==> src/rtl/vx_raster_extents_ctrl.sv <==
// Round-robin primitive arbiter feeding a shared edge-extents datapath.
// One primitive is latched, its three extents are computed one edge per cycle, then held on valid/ready.
module vx_raster_extents_ctrl #(
    parameter int unsigned NUM_REQS     = 4,
    parameter int unsigned TILE_LOGSIZE = 5,
    parameter int unsigned DATA_BITS    = 32,
    parameter int unsigned TAG_WIDTH    = 8,
    localparam int unsigned REQ_BITS    = (NUM_REQS > 1) ? $clog2(NUM_REQS) : 1
) (
    input  logic                            clk,
    input  logic                            resetn,
    input  logic [NUM_REQS-1:0]             req_valid,
    output logic [NUM_REQS-1:0]             req_ready,
    input  logic [NUM_REQS*9*DATA_BITS-1:0] req_edges,
    input  logic [NUM_REQS*TAG_WIDTH-1:0]   req_tag,
    output logic                            out_valid,
    input  logic                            out_ready,
    output logic [9*DATA_BITS-1:0]          out_edges,
    output logic [3*DATA_BITS-1:0]          out_extents,
    output logic [TAG_WIDTH-1:0]            out_tag,
    output logic [REQ_BITS-1:0]             out_req_idx
);

    typedef enum logic [1:0] {IDLE, CALC, DONE} state_e;

    state_e                                  state_q;
    logic [REQ_BITS-1:0]                     rr_q, rr_d, grant, idx_q;
    logic                                    grant_found, can_accept, accept;
    logic [1:0]                              cnt_q;
    logic                                    valid_q;
    logic [2:0][2:0][DATA_BITS-1:0]          edges_q;
    logic [2:0][DATA_BITS-1:0]               ext_q;
    logic [TAG_WIDTH-1:0]                    tag_q;
    logic [NUM_REQS-1:0][2:0][2:0][DATA_BITS-1:0] req_edges_a;
    logic [NUM_REQS-1:0][TAG_WIDTH-1:0]      req_tag_a;
    logic [DATA_BITS-1:0]                    coef_a, coef_b, term_a, term_b, ext_calc;

    assign req_edges_a = req_edges;
    assign req_tag_a   = req_tag;

    // Two passes: first valid port at/after the pointer, else lowest valid port (the wrap-around).
    always_comb begin
        grant       = '0;
        grant_found = 1'b0;
        for (int unsigned i = 0; i < NUM_REQS; i++) begin
            if (!grant_found && req_valid[i] && (REQ_BITS'(i) >= rr_q)) begin
                grant       = REQ_BITS'(i);
                grant_found = 1'b1;
            end
        end
        for (int unsigned i = 0; i < NUM_REQS; i++) begin
            if (!grant_found && req_valid[i]) begin
                grant       = REQ_BITS'(i);
                grant_found = 1'b1;
            end
        end
    end

    assign can_accept = (state_q == IDLE) || ((state_q == DONE) && out_ready);
    assign accept     = can_accept && grant_found;
    assign req_ready  = accept ? (NUM_REQS'(1) << grant) : '0;
    assign rr_d       = (grant == REQ_BITS'(NUM_REQS - 1)) ? '0 : grant + 1'b1;

    always_comb begin
        coef_a = edges_q[0][0];
        coef_b = edges_q[0][1];
        case (cnt_q)
            2'd1: begin
                coef_a = edges_q[1][0];
                coef_b = edges_q[1][1];
            end
            2'd2: begin
                coef_a = edges_q[2][0];
                coef_b = edges_q[2][1];
            end
            default: ;
        endcase
        term_a   = coef_a[DATA_BITS-1] ? '0 : (coef_a << TILE_LOGSIZE);
        term_b   = coef_b[DATA_BITS-1] ? '0 : (coef_b << TILE_LOGSIZE);
        ext_calc = term_a + term_b;
    end

    always_ff @(posedge clk or negedge resetn) begin
        if (!resetn) begin
            state_q <= IDLE;
            rr_q    <= '0;
            cnt_q   <= '0;
            valid_q <= 1'b0;
            edges_q <= '0;
            ext_q   <= '0;
            tag_q   <= '0;
            idx_q   <= '0;
        end else begin
            if (accept) begin
                state_q <= CALC;
                cnt_q   <= '0;
                edges_q <= req_edges_a[grant];
                tag_q   <= req_tag_a[grant];
                idx_q   <= grant;
                rr_q    <= rr_d;
            end
            case (state_q)
                CALC: begin
                    case (cnt_q)
                        2'd0:    ext_q[0] <= ext_calc;
                        2'd1:    ext_q[1] <= ext_calc;
                        default: ext_q[2] <= ext_calc;
                    endcase
                    if (cnt_q == 2'd2) begin
                        state_q <= DONE;
                        valid_q <= 1'b1;
                    end else begin
                        cnt_q <= cnt_q + 2'd1;
                    end
                end
                DONE: begin
                    if (out_ready) begin
                        valid_q <= 1'b0;
                        if (!accept) state_q <= IDLE;
                    end
                end
                default: ;
            endcase
        end
    end

    assign out_valid   = valid_q;
    assign out_edges   = edges_q;
    assign out_extents = ext_q;
    assign out_tag     = tag_q;
    assign out_req_idx = idx_q;

endmodule

==> config.mk <==
export PLATFORM = sky130hd
export DESIGN_NAME = vx_raster_extents_ctrl
export DESIGN_NICKNAME = d
export VERILOG_FILES = /design/src/rtl/vx_raster_extents_ctrl.sv
export SDC_FILE = /design/constraint.sdc
export NUM_CORES = 1
export LEC_CHECK = 0
export ABC_CLOCK_PERIOD_IN_PS = 4200
export BUFFER_PORTS_ARGS = -buffer_cell sky130_fd_sc_hd__buf_2
export CAP_MARGIN = 20
export CORE_AREA = 2 2 625 627
export DETAILED_ROUTE_END_ITERATION = 10
export DIE_AREA = 0 0 627 629
export RECOVER_POWER = 50
export SETUP_SLACK_MARGIN = 0.2
export SLEW_MARGIN = 20
export SYNTH_ARGS = -nofsm -noshare
export SYNTH_HDL_FRONTEND = slang
export SYNTH_SLANG_ARGS = --single-unit
export TNS_END_PERCENT = 50
==> constraint.sdc <==
create_clock -name clk -period 4.2 [get_ports clk]
set_input_delay 0.63 -clock clk [delete_from_list [all_inputs] [get_ports clk]]
set_output_delay 0.63 -clock clk [all_outputs]
set_load 0.1 [all_outputs]
==> metrics.md <==
| Metric | Value |
|---|---|
| Outcome | `finished with violations` |
| Failing checks | `capacitance limit, slew limit` |
| Worst Tran Pin Value | `2.55 ns` |
| HPWL Detailed | `359,000 microns` |
| First-pass GRT wire length | `470,000 microns` |
| Count of final hold-check violations | `0` |
| Post-route minimum period | `3.90 ns` |
| Crit Path Category | `reg2out` |
| Antenna-violating nets left | `0` |
| Io pins | `1,590` |
| Worst-case vdd ir drop | `596 uV` |
| Cell family with most CP delay | `buffers and inverters` |
| Layout cell share with drive strength beyond 1 | `a little under a third` |
| Buf/Inv on CP | `3` |
| Power per cell area | `1230 nW/um^2` |
| Cell taking the most area after synthesis | `dfrtp_1` |
| CP Max Fanout | `8` |
| Final Non-Filler Cells | `11,000` |
| Die area | `between 300,000 and 400,000 sq um` |
| Clk_lat worst skew | `0.85 ns` |
| Unrepaired setup endpoints after global routing | `yes` |
| Total power | `~54 mW` |
| CP peak stage delay | `0.57 ns` |
| # DRC | `0` |
| Placed cells | `10,600` |
| GRT Residual Overflow | `0` |
| Cell Area, Synth | `approximately 26,000 sq um` |
| Util after Layout | `11.3%` |
| All-Layer GR Usage | `19.5%` |
| Min-Delay Path Class | `in2reg` |
| Routed WL | `399,000 microns` |
| Async set or reset register ratio after synthesis | `between 90% and 100%` |
| CP max-delay cell | `clkbuf_1` |
| Max Cap Viol | `14` |
| Fmax | `0.257 GHz` |
| Maximum clock path buffer count | `4` |
| TritonCTS clock tree | `yes` |
| Yosys warnings | `0` |
| # rows | `229` |
| WP data arrival | `approximately 3.3 ns` |
| Seq/Total Area, Yosys | `37.3%` |
| CORE AREA | `388,000 sq um` |
| Port Buffers | `1,574` |
| Num Clock Sinks | `386` |
| Vias/cell | `3.48` |
| Slew margin rel. | `-69.8%` |
| Worst clock skew | `0.0939 ns` |
| Post-Syn Instances | `4,021` |
| Main area contributors after synthesis | `dfrtp_1 (37%), nand2_1 (15%), nor2_1 (14%)` |
| Hold slack final | `0.189 ns` |
| Main synth FF type | `dfrtp_1` |
| H-tree depth | `3` |
| Final GP Congestion | `~0.98` |
| Initial drt markers | `roughly 3,700` |
| Synth-to-layout area growth | `69.5%` |
| Setup ws final | `0.302 ns` |
| Max Transition Viols Final | `70` |
| DR vias | `38,300` |
| Cell variety after synth | `56` |
| Die X | `approximately 630 microns` |
| Final Cycle Share | `slightly above 90%` |
| Initial Util | `6.67%` |
| Post-synth EDFFs | `0` |
| Final setup viols | `0` |
| CTS clock-pin slew for the worst setup and hold paths | `approximately 0.080 ns` |
| Leakage | `19.5 nW` |
| Nets | `6,760` |
| Critical-path cell list | `inv_1 -> ha_1 -> a21o_1 -> o41a_1 -> clkbuf_1 -> and2_1 -> buf_2` |
| Clock Tree Root | `clkbuf_16` |
| Avg Inst Size Synth | `~6.4 sq um` |
| Kind of start point of the critical path | `flop` |
| TritonRoute pass-1 iters | `6` |
| Post-Place Worst Slack | `-0.282 ns` |
| Largest net degree at the start of global routing | `between 150 and 200` |
| Post-synth top area share | `a little under two fifths` |
| FF+latch count, synth | `386` |
| Filler cells | `about 46,000` |
| Number of global-route vias before repair | `approximately 34,000` |
| Crit. End Element | `output port` |
| WP data required | `3.57 ns` |
| CTS Buf Count | `73` |
| Die Y | `629 microns` |
| Antenna violations before repair | `601` |
| Routed WL per cell | `36.2 microns` |
stage by stage:
step / area, sq um / setup TNS [ns]
CTS: 43300 / 0
global placement: 40800 / -2.50
detailed placement: 40800 / -2.70
global route: 43500 / 0
floorplan: 25900 / 0
finish: 43900 / 0
cell usage after synthesis (all sizes together) (2+ instances only):
library cell	count
nand4	4
nor2	962
a22oi	9
inv	19
or3	3
xor2	8
dfrtp	386
nand3	305
and2	6
o21a	4
and3	6
a21o	17
a31oi	11
xnor2	11
o21ai	666
ha	36
or4	3
o41ai	2
a211oi	9
o211ai	3
mux2	2
a21oi	31
nor4	3
o41a	2
nor2b	4
nand2	1030
buf	59
o22ai	2
o2111ai	2
nor3	61
o31ai	9
a221oi	50
clkbuf	273
nand2b	4
mux2i	4
final cells by class:
class | instances | area [sq um] | area share [%]
inverters | 20 | 85.1 | 0.194
multi-input cells | 3297 | 15100 | 34.4
diodes | 248 | 621 | 1.42
flip-flops and latches | 386 | 9660 | 22.0
clock buffers | 88 | 1950 | 4.45
repair buffers | 1754 | 9480 | 21.6
well taps | 5197 | 6500 | 14.8
clock inverters | 35 | 448 | 1.02
report_power, final:
group / leakage (nW) / switching [mW] / internal, mW
sequential: 4.71 / 3.27 / 5.67
clock: 1.17 / 2.67 / 3.86
combinational: 13.6 / 30.9 / 7.75
registers in the layout, indices dropped and copies added (netlist names):
| signal | cells |
|---|---|
| out_extents | 81 |
| state_q | 2 |
| rr_q | 2 |
| out_valid | 1 |
| out_req_idx | 2 |
| out_edges | 288 |
| cnt_q | 2 |
| out_tag | 8 |
final timing paths:
check | slack (ns) | cells past startpoint | to | startpoint
max | 0.30 | 7 | req_ready[2] | state_q[0]
min | 0.19 | 5 | out_edges[50] | req_edges[338]
max reg2reg | 0.34 | 20 | out_extents[93] | cnt_q[1]
min reg2reg | 0.47 | 2 | out_tag[1] | out_tag[1]
max in group asynchronous | 0.63 | 3 | out_edges[267] | resetn
min in group asynchronous | 1.15 | 2 | out_edges[146] | resetn
logic make-up after synthesis:
logic type,Yosys count,share of synthesized area [%]
xor gates and xnor gates,19,0.643
and+or+nand+nor,2396,37.0
DFF,386,37.3
other,1,0.0145
muxes,6,0.242
adders and majority gates,37,1.82
AOI/OAI and AO/OA,824,17.6
buffers and inverters,352,5.41
layout by cell type, fill, tap and decap left out, drive strengths merged, types with 4 or more instances in the layout:
cell type     n
a21o         17
a21oi        31
bufinv        9
inv          24
o21a          4
xnor2        11
xor2          8
nor2        962
clkbuf      284
conb         15
clkinv       15
a22oi         9
dfrtp       386
ha           36
nor2b         4
nand2      1030
diode       248
nor3         61
and3          6
a221oi       50
nand3       305
nand4         4
clkinvlp      7
o31ai         9
o21ai       666
nand2b        4
a211oi        9
buf        1557
mux2i         4
and2          6
a31oi        11
worst min-delay path, delay by kind of cell:
family,cells,cell delay [ns]
compound gates,2,0.15
buf+inv,1,0.10
simple gates,2,0.10
repair_timing:
action	CTS	global route
hold buffers	1	0
buffers inserted	6	12
gates resized for setup	7	38
endpoints found under the setup margin	43	36
pin swaps	0	12
endpoints found under the hold margin	43	0
gates cloned	0	1
layer usage:
layer  GRT usage [%]  vias up  part of all wire, %
li1                -    16600                    -
met2            32.3     2624                   46
met5               0        -                 0.47
met4            7.58      280                  5.3
met1            20.1    17700                   35
met3            11.3     1149                   14
Note: power is estimated with default switching activity, not from simulation.
